--- src/rtl/regfile_write_arbiter_if.sv ---
// Write-port bundle between the register file arbiter and its requesters.
// The master side issues requests; the slave side grants them and drives the register file.
interface regfile_write_arbiter_if #(
  parameter int ADDR_W = 1,
  parameter int DATA_W = 8
);
  logic              clear_start;
  logic              req0;
  logic [ADDR_W-1:0] addr0;
  logic [DATA_W-1:0] data0;
  logic              req1;
  logic [ADDR_W-1:0] addr1;
  logic [DATA_W-1:0] data1;
  logic              gnt0;
  logic              gnt1;
  logic              reg_we;
  logic [ADDR_W-1:0] reg_waddr;
  logic [DATA_W-1:0] reg_wdata;
  logic              busy;

  modport master (
    output clear_start, req0, addr0, data0, req1, addr1, data1,
    input  gnt0, gnt1, reg_we, reg_waddr, reg_wdata, busy
  );

  modport slave (
    input  clear_start, req0, addr0, data0, req1, addr1, data1,
    output gnt0, gnt1, reg_we, reg_waddr, reg_wdata, busy
  );
endinterface

--- src/rtl/regfile_write_arbiter.sv ---
// Shares the register file write port between core writeback (port 0) and debug/loader (port 1),
// zeroing every register after reset or on clear_start.
module regfile_write_arbiter #(
  parameter int ADDR_W   = 1,
  parameter int DATA_W   = 8,
  parameter int NUM_REGS = 2
) (
  input  logic                   clk,
  input  logic                   rst_n,
  regfile_write_arbiter_if.slave bus
);

  typedef enum logic {
    ST_CLEAR = 1'b0,
    ST_RUN   = 1'b1
  } state_t;

  localparam logic [ADDR_W-1:0] LAST_IDX = ADDR_W'(NUM_REGS - 1);

  state_t            state_reg, state_next;
  logic [ADDR_W-1:0] index_reg, index_next;
  logic              ptr_reg, ptr_next;
  logic              we_reg, we_next;
  logic [ADDR_W-1:0] waddr_reg, waddr_next;
  logic [DATA_W-1:0] wdata_reg, wdata_next;
  logic [1:0]        gnt_reg, gnt_next;
  logic              busy_reg, busy_next;

  logic [1:0]        req_vec;
  logic [1:0]        elig;
  logic [ADDR_W-1:0] addr_arr [2];
  logic [DATA_W-1:0] data_arr [2];

  assign req_vec     = {bus.req1, bus.req0};
  assign addr_arr[0] = bus.addr0;
  assign addr_arr[1] = bus.addr1;
  assign data_arr[0] = bus.data0;
  assign data_arr[1] = bus.data1;

  // A port that was granted last cycle may still be dropping req; skip it once.
  generate
    for (genvar gi = 0; gi < 2; gi++) begin : g_elig
      assign elig[gi] = req_vec[gi] & ~gnt_reg[gi];
    end
  endgenerate

  always_comb begin
    state_next = state_reg;
    index_next = index_reg;
    ptr_next   = ptr_reg;
    we_next    = 1'b0;
    waddr_next = waddr_reg;
    wdata_next = wdata_reg;
    gnt_next   = 2'b00;
    busy_next  = busy_reg;

    case (state_reg)
      ST_CLEAR: begin
        we_next    = 1'b1;
        waddr_next = index_reg;
        wdata_next = '0;
        if (index_reg == LAST_IDX) begin
          busy_next  = 1'b0;
          state_next = ST_RUN;
          index_next = '0;
        end else begin
          index_next = index_reg + ADDR_W'(1);
        end
      end

      ST_RUN: begin
        if (bus.clear_start) begin
          state_next = ST_CLEAR;
          busy_next  = 1'b1;
          index_next = '0;
        end else if (elig != 2'b00) begin
          // ptr_reg names the last winner; on a tie the other port goes.
          if (elig[1] && (!elig[0] || !ptr_reg)) begin
            gnt_next   = 2'b10;
            ptr_next   = 1'b1;
            waddr_next = addr_arr[1];
            wdata_next = data_arr[1];
          end else begin
            gnt_next   = 2'b01;
            ptr_next   = 1'b0;
            waddr_next = addr_arr[0];
            wdata_next = data_arr[0];
          end
          we_next = 1'b1;
        end
      end

      default: begin
        state_next = ST_CLEAR;
        busy_next  = 1'b1;
        index_next = '0;
      end
    endcase
  end

  always_ff @(posedge clk or negedge rst_n) begin
    if (!rst_n) begin
      state_reg <= ST_CLEAR;
      index_reg <= '0;
      ptr_reg   <= 1'b1;
      we_reg    <= 1'b0;
      waddr_reg <= '0;
      wdata_reg <= '0;
      gnt_reg   <= 2'b00;
      busy_reg  <= 1'b1;
    end else begin
      state_reg <= state_next;
      index_reg <= index_next;
      ptr_reg   <= ptr_next;
      we_reg    <= we_next;
      waddr_reg <= waddr_next;
      wdata_reg <= wdata_next;
      gnt_reg   <= gnt_next;
      busy_reg  <= busy_next;
    end
  end

  assign bus.reg_we    = we_reg;
  assign bus.reg_waddr = waddr_reg;
  assign bus.reg_wdata = wdata_reg;
  assign bus.gnt0      = gnt_reg[0];
  assign bus.gnt1      = gnt_reg[1];
  assign bus.busy      = busy_reg;

endmodule

--- src/flat_wrapper.sv ---
// flat-port wrapper written by rule: the top's interface ports become plain ports
module regfile_write_arbiter_flat 
#(
  parameter int ADDR_W   = 1,
  parameter int DATA_W   = 8,
  parameter int NUM_REGS = 2
)
  (clk, rst_n, bus_clear_start, bus_req0, bus_addr0, bus_data0, bus_req1, bus_addr1, bus_data1, bus_gnt0, bus_gnt1, bus_reg_we, bus_reg_waddr, bus_reg_wdata, bus_busy);
  regfile_write_arbiter_if #(.ADDR_W(ADDR_W), .DATA_W(DATA_W)) bus_i ();
  input  logic clk;
  input  logic rst_n;
  input wire logic [$bits(bus_i.clear_start)-1:0] bus_clear_start;
  input wire logic [$bits(bus_i.req0)-1:0] bus_req0;
  input wire logic [$bits(bus_i.addr0)-1:0] bus_addr0;
  input wire logic [$bits(bus_i.data0)-1:0] bus_data0;
  input wire logic [$bits(bus_i.req1)-1:0] bus_req1;
  input wire logic [$bits(bus_i.addr1)-1:0] bus_addr1;
  input wire logic [$bits(bus_i.data1)-1:0] bus_data1;
  output wire logic [$bits(bus_i.gnt0)-1:0] bus_gnt0;
  output wire logic [$bits(bus_i.gnt1)-1:0] bus_gnt1;
  output wire logic [$bits(bus_i.reg_we)-1:0] bus_reg_we;
  output wire logic [$bits(bus_i.reg_waddr)-1:0] bus_reg_waddr;
  output wire logic [$bits(bus_i.reg_wdata)-1:0] bus_reg_wdata;
  output wire logic [$bits(bus_i.busy)-1:0] bus_busy;
  assign bus_i.clear_start = bus_clear_start;
  assign bus_i.req0 = bus_req0;
  assign bus_i.addr0 = bus_addr0;
  assign bus_i.data0 = bus_data0;
  assign bus_i.req1 = bus_req1;
  assign bus_i.addr1 = bus_addr1;
  assign bus_i.data1 = bus_data1;
  assign bus_gnt0 = bus_i.gnt0;
  assign bus_gnt1 = bus_i.gnt1;
  assign bus_reg_we = bus_i.reg_we;
  assign bus_reg_waddr = bus_i.reg_waddr;
  assign bus_reg_wdata = bus_i.reg_wdata;
  assign bus_busy = bus_i.busy;
  regfile_write_arbiter #(.ADDR_W(ADDR_W), .DATA_W(DATA_W), .NUM_REGS(NUM_REGS)) u_core (.clk(clk), .rst_n(rst_n), .bus(bus_i));
endmodule
--- config.mk ---
export PLATFORM = sky130hd
export DESIGN_NAME = regfile_write_arbiter_flat
export DESIGN_NICKNAME = d
export VERILOG_FILES = /design/src/rtl/regfile_write_arbiter_if.sv /design/src/rtl/regfile_write_arbiter.sv /design/src/flat_wrapper.sv
export SDC_FILE = /design/constraint.sdc
export NUM_CORES = 1
export LEC_CHECK = 0
export BUFFER_PORTS_ARGS = -buffer_cell sky130_fd_sc_hd__buf_2
export CORE_MARGIN = 2
export CORE_UTILIZATION = 49
export CTS_BUF_LIST = sky130_fd_sc_hd__clkbuf_8
export CTS_CLUSTER_DIAMETER = 100
export DETAILED_ROUTE_END_ITERATION = 8
export HOLD_SLACK_MARGIN = 0.02
export PLACE_DENSITY_LB_ADDON = 0.08
export REMOVE_ABC_BUFFERS = 1
export SYNTH_ARGS = -nofsm -noshare
export SYNTH_HDL_FRONTEND = slang
export SYNTH_SLANG_ARGS = --single-unit
export TNS_END_PERCENT = 50
--- constraint.sdc ---
create_clock -name clk -period 2.4 [get_ports clk]
set_input_delay 0.48 -clock clk [delete_from_list [all_inputs] [get_ports clk]]
set_output_delay 0.48 -clock clk [all_outputs]
set_load 0.05 [all_outputs]
==> impl_metrics.py, run 1 <==
metrics = {
    "layout": {
        "num_antenna_cells": 0,
        "regArea_um2": 403,
        "layout-drive-gt1-share_pct": 47.8,
        "multi_input_area_um2": 269,
        "fin_nets": 116,
        "final_core_util_pct": 70.2,
        "largest_reg_flops": 8,
        "instances_no_fill": 107,
        "nFillCells": 100,
        "synthToLayoutAreaGrowth_pct": 30.5,
    },
    "timing": {
        "setup_violations": 0,
        "rsz0062_at_grt": "false",
        "setup_tns_ns": 0,
        "slew-limit-headroom_pct": 58.6,
        "worst_pin_slew_ns": 0.619,
        "period_share_pct": 66.2,
        "max_freq_mhz": 630,
        "fin_skew_ns": 0.00163,
        "fin_crit_ns": 1.59,
        "setup_ws_ns": 0.811,
        "drv_slew": 0,
        "hold_viol_final": 0,
    },
    "placed_design": {
        "hpwl_um": 1130,
        "place.gp.congestion": 0.787,
        "io_buffers": 35,
        "place_inst": 103,
        "pre_cts_slack_ns": 0.672,
    },
    "synth": {
        "synthArstFlopShare_pct": 100,
        "yosys_warnings": 0,
        "synth_cells": 56,
        "synth_compound_area_share_pct": 16.1,
        "synth_top_family_by_area": "compound AO/OA/AOI/OAI gates",
        "synth-xor-area-share_pct": 0,
        "ys_types": 21,
        "synth_common_cells": "dfrtp_1, mux2i_1, o2bb2ai_1",
        "netlist_area_um2": 717,
        "synth_area_leaders": "dfrtp_1, mux2i_1, o2bb2ai_1, dfstp_2, buf_6",
        "synthFlopType": "dfrtp_1",
        "yosys.cell_count.top_type": "dfrtp_1",
        "synth_edf_count": 0,
        "synth_top_area_share_pct": 48.9,
        "ys_seq_elements": 16,
        "synthAdderAreaFrac_pct": 0,
        "syn_avg_cell_area_um2": 12.8,
        "muxShareOfSynthArea_pct": 14.0,
        "synth.yosys.seq_area_share_pct": 56.2,
        "yosysTopAreaCell": "dfrtp_1",
        "synth-simple-area-share_pct": 7.50,
    },
    "pwr": {
        "clkPwrFrac_pct": 20.7,
        "pwr_density_cell_nw_per_um2": 1200,
        "irDropWorstVdd_mv": 0.790,
        "p_sw_uw": 480,
        "p_int_uw": 646,
        "switching_share_pct": 42.6,
        "power_uw": 1130,
        "power_frac_seq_pct": 37.2,
        "p_leak_uw": 0.000517,
        "combPwrFrac_pct": 42.1,
    },
    "setup_path": {
        "worstPathRequired_ns": 2.52,
        "worstSetupStartpointType": "flip-flop",
        "path_max_fanout": 11,
        "reg2reg_setup_slack_ns": 0.81,
        "worstSetupEndpointType": "flip-flop",
        "rr_worst_depth": 4,
        "r2r-start": "u_core.ptr_reg",
        "r2r-end": "u_core.bus.reg_waddr",
        "cp-startpoint": "u_core.ptr_reg",
        "worst_ep_arrival_time_ns": 1.70,
        "crit_type": "reg2reg",
    },
    "cts": {
        "cts_tree": "built",
        "clk_latency_ns": 0.25,
        "post_cts.repair.setup_buffers": 0,
        "cts_root_buf": "clkbuf_8",
        "clockBufferDepth": 2,
        "cts_max_level": 1,
        "cts.sinks": 16,
        "clkTransAtPathRegs_ns": 0.06,
        "cts_buffers": 3,
        "cts_resized": 0,
        "cts-hold-fix-buffers": 0,
    },
    "min_path": {
        "hold_class": "in2async",
    },
    "global_route": {
        "grt_pass1_vias": 558,
        "grt_first_pass_wirelength_um": 2550,
        "grt_max_degree": 17,
        "grt_usage_pct": 19.6,
        "antenna_found_initial": 0,
        "overflow": 0,
    },
    "routing": {
        "postRouteAntennaNets": 0,
        "dr.pass1.iters": 4,
        "wl_um": 1510,
        "via_per_inst": 5.30,
        "vias": 567,
        "wl_per_cell_um": 14.1,
        "drc_errors": 0,
        "drtIter0Drc": 7,
    },
    "run_status": {
        "outcome": "complete, no violations",
    },
    "floorplanning": {
        "rows": 13,
        "start_util_pct": 53.8,
        "core_area_um2": 1330,
        "die_h_um": 42.3,
        "die_w_um": 42.3,
        "pin_count": 36,
        "dieArea_um2": 1790,
    },
    "run": {
        "cap_viol_max_count": 0,
    },
}
==> critical path: stages (launching register included) <==
cell	delay (ns)
dfstp_2	0.53
nand3b_1	0.07
nand3_1	0.44
mux2i_1	0.29
o221ai_2	0.12
==> layout make-up <==
cell class	instances	area share [%]
Sequential cell	16	43.0
Multi-Input combinational cell	33	28.7
Timing Repair Buffer	35	18.7
Clock buffer	4	5.88
Tap cell	15	2.01
Inverter	4	1.60
==> per-stage QoR <==
| step | hold slack [ns] | area, um^2 |
|---|---|---|
| floorplan | 0.184 | 687 |
| global placement | 0.407 | 881 |
| detailed placement | 0.410 | 881 |
| CTS | 0.139 | 936 |
| global route | 0.155 | 936 |
| finish | 0.134 | 936 |
==> cell usage in the layout (no fill, tap or decap), drive strengths merged <==
cell,synthesis,routed
or2,1,1
mux2i,10,10
and2b,1,1
nor2b,1,1
o221ai,1,1
nand3b,1,1
a21o,1,1
nand2,1,1
inv,4,4
o21ai,2,2
nand2b,2,2
a21oi,1,1
clkbuf,0,4
dfstp,2,2
nand3,1,1
nor2,1,1
o2bb2ai,8,8
o21a,1,1
dfrtp,14,14
buf,3,35
==> worst max-delay path by stage <==
stage / to / slack [ns]
finish: u_core.bus.reg_waddr / 0.81
global route: u_core.bus.reg_waddr / 0.67
floorplan: u_core.bus.reg_waddr / 0.71
CTS: u_core.bus.reg_waddr / 0.79
detailed placement: u_core.bus.reg_waddr / 0.67
global placement: u_core.bus.reg_waddr / 0.71
==> metal layers <==
metal	global-route usage, %	share of wire, %	vias up	wire (um)
li1	-	-	272	-
met1	23.8	42	261	631
met2	31.1	48	31	718
met3	7.76	9.1	3	138
met4	7.50	1.3	0	19
met5	0	0	-	0
==> power groups by stage <==
stage | logic (uW) | registers, uW | clock network, uW
after floorplan | 159 | 616 | 0
after global placement | 469 | 416 | 0
after detailed placement | 476 | 421 | 0
after CTS | 479 | 417 | 242
after global routing | 509 | 430 | 256
final | 474 | 418 | 233
==> cells by family (layout without fill, tap and decap cells) <==
group / count (synthesis) / count (layout)
simple gates: 9 / 9
buf+inv: 7 / 43
mux: 10 / 10
compound gates: 14 / 14
flops: 16 / 16
(Power assumes the default switching activity.)
==> inputs of run 2 (changes only) <==
--- a/config.mk
+++ b/config.mk
@@ -7,7 +7,7 @@
 export LEC_CHECK = 0
 export BUFFER_PORTS_ARGS = -buffer_cell sky130_fd_sc_hd__buf_2
 export CORE_MARGIN = 2
-export CORE_UTILIZATION = 49
+export CORE_UTILIZATION = 41
 export CTS_BUF_LIST = sky130_fd_sc_hd__clkbuf_8
 export CTS_CLUSTER_DIAMETER = 100
 export DETAILED_ROUTE_END_ITERATION = 8
==> constraint.sdc (replaced) <==
create_clock -name clk -period 1.4 [get_ports clk]
set_input_delay 0.28 -clock clk [delete_from_list [all_inputs] [get_ports clk]]
set_output_delay 0.28 -clock clk [all_outputs]
set_load 0.05 [all_outputs]
==> run 2 against run 1 <==
  * Clock skew rose by 0.00063 ns
  * Combinational power rose by 88%
  * Largest cell class unchanged
  * Clock power rose by 76%
  * Flip-flop and latch count did not move
  * Largest power group unchanged
  * Sequential share of layout area fell by 3.0 points
==> impl_metrics.py, run 2 (synthesis gave the netlist of run 1 again) <==
metrics = {
    "floorplanning": {
        "rows": 15,
        "core_area_um2": 1690,
        "start_util_pct": 42.4,
        "dieArea_um2": 2100,
        "pin_count": 36,
        "die_w_um": 45.8,
        "die_h_um": 45.8,
    },
    "placed_design": {
        "pre_cts_slack_ns": 0.0765,
        "io_buffers": 35,
        "place_area_um2": 936,
        "place.gp.congestion": 0.751,
        "hpwl_um": 1140,
    },
    "timing": {
        "hold_viol_final": 0,
        "fin_crit_ns": 1.31,
        "hold-worst-slack_ns": 0.303,
        "worst_pin_slew_ns": 0.351,
        "period_share_pct": 93.9,
        "fin_skew_ns": 0.00226,
        "slew-limit-headroom_pct": 76.6,
        "setup_violations": 0,
        "max_freq_mhz": 761,
        "drv_slew": 0,
        "setup_tns_ns": 0,
        "rsz0062_at_grt": "false",
        "setup_ws_ns": 0.0851,
    },
    "setup_path": {
        "crit_cells": 1,
        "path_buf_inv": 1,
        "crit_slowest_cell": "dfstp_2",
        "worstSetupEndpointType": "primary output",
        "path_max_fanout": 3,
        "crit_chain": "buf_2",
        "rr_worst_depth": 5,
        "cp_top_family": "flip-flops",
        "worstPathRequired_ns": 1.12,
        "worstSetupStartpointType": "flip-flop",
        "crit_type": "reg2out",
        "cpPeakStageDelay_ns": 0.53,
        "reg2reg_setup_slack_ns": 0.12,
        "worst_ep_arrival_time_ns": 1.03,
    },
    "layout": {
        "final_core_util_pct": 59.6,
        "fin_nets": 124,
        "num_antenna_cells": 0,
        "layout_commonest_cell": "buf_2",
        "layout-drive-gt1-share_pct": 52.0,
        "finalInstanceArea_um2": 1010,
        "final_cell_mix": "buf_2, dfrtp_1, mux2i_1",
        "largest_reg_flops": 8,
        "synthToLayoutAreaGrowth_pct": 40.3,
    },
    "run_status": {
        "outcome": "complete, no violations",
    },
    "routing": {
        "via_per_inst": 5.03,
        "postRouteAntennaNets": 0,
        "dr.pass1.iters": 2,
        "drtIter0Drc": 4,
        "wl_per_cell_um": 12.4,
        "drc_errors": 0,
        "wl_um": 1450,
        "vias": 589,
    },
    "global_route": {
        "overflow": 0,
        "grt_usage_pct": 14.9,
        "grt_pass1_vias": 543,
        "antenna_found_initial": 0,
        "grt_first_pass_wirelength_um": 2240,
        "grt_max_degree": 17,
    },
    "min_path": {
        "hold_class": "in2reg",
        "whs_path_depth": 3,
    },
    "cts": {
        "cts.sinks": 16,
        "clk_latency_ns": 0.25,
        "cts_root_buf": "clkbuf_8",
        "cts_tree": "built",
        "clockBufferDepth": 2,
        "cts_buffers": 3,
        "cts_max_level": 1,
        "clkTransAtPathRegs_ns": 0.07,
    },
    "pwr": {
        "p_leak_uw": 0.000556,
        "irDropWorstVdd_mv": 0.763,
        "pwr_density_cell_nw_per_um2": 2000,
    },
    "run": {
        "cap_viol_max_count": 0,
    },
}
==> run 2: cell types whose count changed in the layout (fill, tap and decap cells not counted) <==
cell           before  now
dlygate4sd3_1       0    1
buf_4               0    7
nand3_1             1    0
nand3_2             0    1
==> run 2: path summary, 6_finish.rpt <==
check,startpoint,end
worst max register to register,u_core.ptr_reg,u_core.bus.reg_wdata[4]
max in group asynchronous,rst_n,u_core.bus.busy
worst max-delay path,u_core.bus.busy,bus_busy
worst min-delay path,bus_clear_start,u_core.bus.busy
worst min register to register,u_core.bus.busy,u_core.bus.busy
min in group asynchronous,rst_n,u_core.gnt_reg[1]
==> run 2: final cells by class <==
class                      count  area [um^2]
clock buffer                   4         55.1
fill                         148          683
inverter                       4         15.0
multi-input combinational     33          274
sequential                    16          403
tap                           17         21.3
timing repair buffer          43          238
==> run 2: power breakdown <==
| part | leakage (uW) | internal [uW] | switching [uW] |
|---|---|---|---|
| Clock | 0.0000288 | 249 | 161 |
| Combinational | 0.000324 | 300 | 591 |
| Sequential | 0.000204 | 624 | 83.8 |
| Total | 0.000556 | 1170 | 835 |
==> run 2: metrics by stage <==
step           power, uW  instances
2_1_floorplan       1330         53
3_3_place_gp        1610        112
3_5_place_dp        1610        112
4_1_cts             2030        117
5_1_grt             2110        117
6_report            2010        117
==> run 2: routing by layer <==
metal	share of wire, %	track usage, %
met1	45	19.2
met2	50	24.5
met3	5.1	3.57
met4	0	5.14
met5	0	0
==> run 2: worst register-to-register path, delay by kind of cell (launching register included) <==
kind	cells	cell delay, ns
multiplexers	1	0.19
buffers and inverters	1	0.16
AND/OR/NAND/NOR	2	0.20
flip-flops	1	0.53
AO/OA/AOI/OAI	1	0.09
==> run 2: repair_timing <==
action                                  in CTS  in global routing
hold buffers                                 1                  0
gates resized for setup                      0                  1
endpoints found under the setup margin       0                  5
endpoints found under the hold margin       14                  0
setup buffers                                0                  0
==> inputs of run 3 (changes only) <==
--- a/config.mk
+++ b/config.mk
@@ -12,7 +12,7 @@
 export CTS_CLUSTER_DIAMETER = 100
 export DETAILED_ROUTE_END_ITERATION = 8
 export HOLD_SLACK_MARGIN = 0.02
-export PLACE_DENSITY_LB_ADDON = 0.08
+export PLACE_DENSITY = 0.87
 export REMOVE_ABC_BUFFERS = 1
 export SYNTH_ARGS = -nofsm -noshare
 export SYNTH_HDL_FRONTEND = slang
==> constraint.sdc (replaced) <==
create_clock -name clk -period 1.4 [get_ports clk]
set_input_delay 0.35 -clock clk [delete_from_list [all_inputs] [get_ports clk]]
set_output_delay 0.35 -clock clk [all_outputs]
set_load 0.05 [all_outputs]
==> run 3 against run 2 <==
  * Sequential power up 0.8%
  * Flip-flop and latch count unchanged
  * Final cell count fell by 1.7%
  * Critical path depth unchanged
  * Clock power is 3% lower
  * Fmax decreased by 2.9%
  * First-iteration DRC count up 50%
  * Combinational power is 2% lower
  * Setup slack got worse by 0.039 ns
  * Die area stayed put
  * Largest power group unchanged
  * Highest routed layer is now met4
==> impl_metrics.py, run 3 (synthesis gave the netlist of run 1 again) <==
metrics = {
    "timing": {
        "setup_violations": 0,
        "max_freq_mhz": 738,
        "period_share_pct": 96.7,
        "slew-limit-headroom_pct": 76.5,
        "fin_skew_ns": 0.00371,
        "fin_crit_ns": 1.35,
        "worst_pin_slew_ns": 0.352,
        "hold-worst-slack_ns": 0.382,
        "drv_slew": 0,
        "hold_viol_final": 0,
        "rsz0062_at_grt": "false",
    },
    "cts": {
        "clkTransAtPathRegs_ns": 0.06,
        "cts_tree": "built",
        "cts.sinks": 16,
        "post_cts.repair.setup_buffers": 0,
        "cts_buffers": 3,
        "clk_latency_ns": 0.24,
        "clockBufferDepth": 2,
        "cts_max_level": 1,
        "cts_root_buf": "clkbuf_8",
    },
    "min_path": {
        "hold_class": "in2reg",
        "whs_path_depth": 3,
        "min_to": "u_core.bus.busy",
        "min_from": "bus_clear_start",
    },
    "setup_path": {
        "crit_slowest_cell": "dfstp_2",
        "rr_worst_depth": 5,
        "path_buf_inv": 1,
        "worstSetupStartpointType": "flip-flop",
        "r2r-end": "u_core.bus.reg_waddr",
        "crit_type": "reg2out",
        "r2r-start": "u_core.ptr_reg",
        "crit_chain": "clkbuf_4",
        "worstPathRequired_ns": 1.05,
        "path_max_fanout": 3,
        "cp_top_family": "flip-flops",
        "worstSetupEndpointType": "primary output",
        "worst_ep_arrival_time_ns": 1.00,
        "cpPeakStageDelay_ns": 0.54,
        "reg2reg_setup_slack_ns": 0.05,
    },
    "floorplanning": {
        "core_area_um2": 1690,
        "die_h_um": 45.8,
        "die_w_um": 45.8,
        "dieArea_um2": 2100,
        "rows": 15,
        "start_util_pct": 42.4,
        "pin_count": 36,
    },
    "layout": {
        "regArea_um2": 403,
        "num_antenna_cells": 0,
        "multi_input_area_um2": 269,
        "synthToLayoutAreaGrowth_pct": 37.9,
        "layout-drive-gt1-share_pct": 50.0,
        "fin_nets": 122,
        "final_cell_mix": "buf_2, dfrtp_1, mux2i_1",
        "layout_commonest_cell": "buf_2",
        "instances_no_fill": 115,
        "final_core_util_pct": 58.5,
        "nFillCells": 146,
        "largest_reg_flops": 8,
    },
    "global_route": {
        "grt_pass1_vias": 542,
        "grt_max_degree": 17,
        "overflow": 0,
        "grt_usage_pct": 15.2,
        "antenna_found_initial": 0,
        "grt_first_pass_wirelength_um": 2250,
    },
    "placed_design": {
        "hpwl_um": 1210,
        "place_inst": 110,
        "place.gp.congestion": 0.749,
        "io_buffers": 35,
    },
    "routing": {
        "drtIter0Drc": 6,
        "via_per_inst": 4.99,
        "wl_um": 1480,
        "wl_per_cell_um": 12.9,
        "vias": 574,
        "dr.pass1.iters": 3,
        "postRouteAntennaNets": 0,
        "drc_errors": 0,
    },
    "pwr": {
        "pwr_density_cell_nw_per_um2": 2000,
        "irDropWorstVdd_mv": 0.884,
        "p_leak_uw": 0.000545,
    },
    "run_status": {
        "outcome": "complete, no violations",
    },
    "run": {
        "cap_viol_max_count": 0,
    },
}
-- run 3: timing repair --
action / CTS / global route
endpoints found under the setup margin: 0 / 1
resized for setup: 0 / 1
hold buffers: 1 / 0
hold endpoints to repair: 14 / 0
-- run 3: per-stage QoR --
| stage | setup TNS, ns | total power (uW) | worst slack (ns) | area (um^2) |
|---|---|---|---|---|
| final | 0 | 1980 | 0.0457 | 988 |
| after global routing | 0 | 2100 | 0.00214 | 988 |
| after CTS | 0 | 2000 | 0.00565 | 986 |
| after detailed placement | 0 | 1590 | 0.0517 | 921 |
| after global placement | 0 | 1560 | 0.0658 | 921 |
| after floorplan | -2.38 | 1330 | -0.295 | 687 |
-- run 3: metal layers --
layer	track usage [%]	vias up	wire [um]
met4	5.14	0	10
met5	0	-	0
li1	-	283	-
met2	23.1	17	750
met3	3.57	2	79
met1	21.2	272	640
-- run 3: worst max path at each step --
stage	startpoint	end	cells after the start
after floorplan	u_core.gnt_reg[0]	u_core.bus.reg_waddr	4
after global placement	u_core.ptr_reg	u_core.bus.reg_waddr	5
after detailed placement	u_core.ptr_reg	u_core.bus.reg_waddr	5
after CTS	u_core.bus.busy	bus_busy	1
after global routing	u_core.ptr_reg	u_core.bus.reg_waddr	5
final	u_core.bus.busy	bus_busy	1
-- run 3: area by class of cell --
type / instances / area share [%]
Multi-Input combinational cell: 33 / 27.2
Sequential cell: 16 / 40.8
Inverter: 4 / 1.52
Clock buffer: 4 / 5.57
Tap cell: 17 / 2.15
Timing Repair Buffer: 41 / 22.8
-- run 3: power breakdown --
part           leakage (uW)  total, uW  switching (uW)  internal (uW)
Clock             0.0000288        397             148            249
Sequential         0.000204        714            89.3            625
Combinational      0.000312        871             587            284
-- run 3: worst reg2reg max path, stage by stage (launching register included) --
cell,delay (ns)
dfstp_2,0.53
nand3b_1,0.07
nand3_1,0.11
buf_4,0.16
mux2i_1,0.24
o221ai_2,0.12
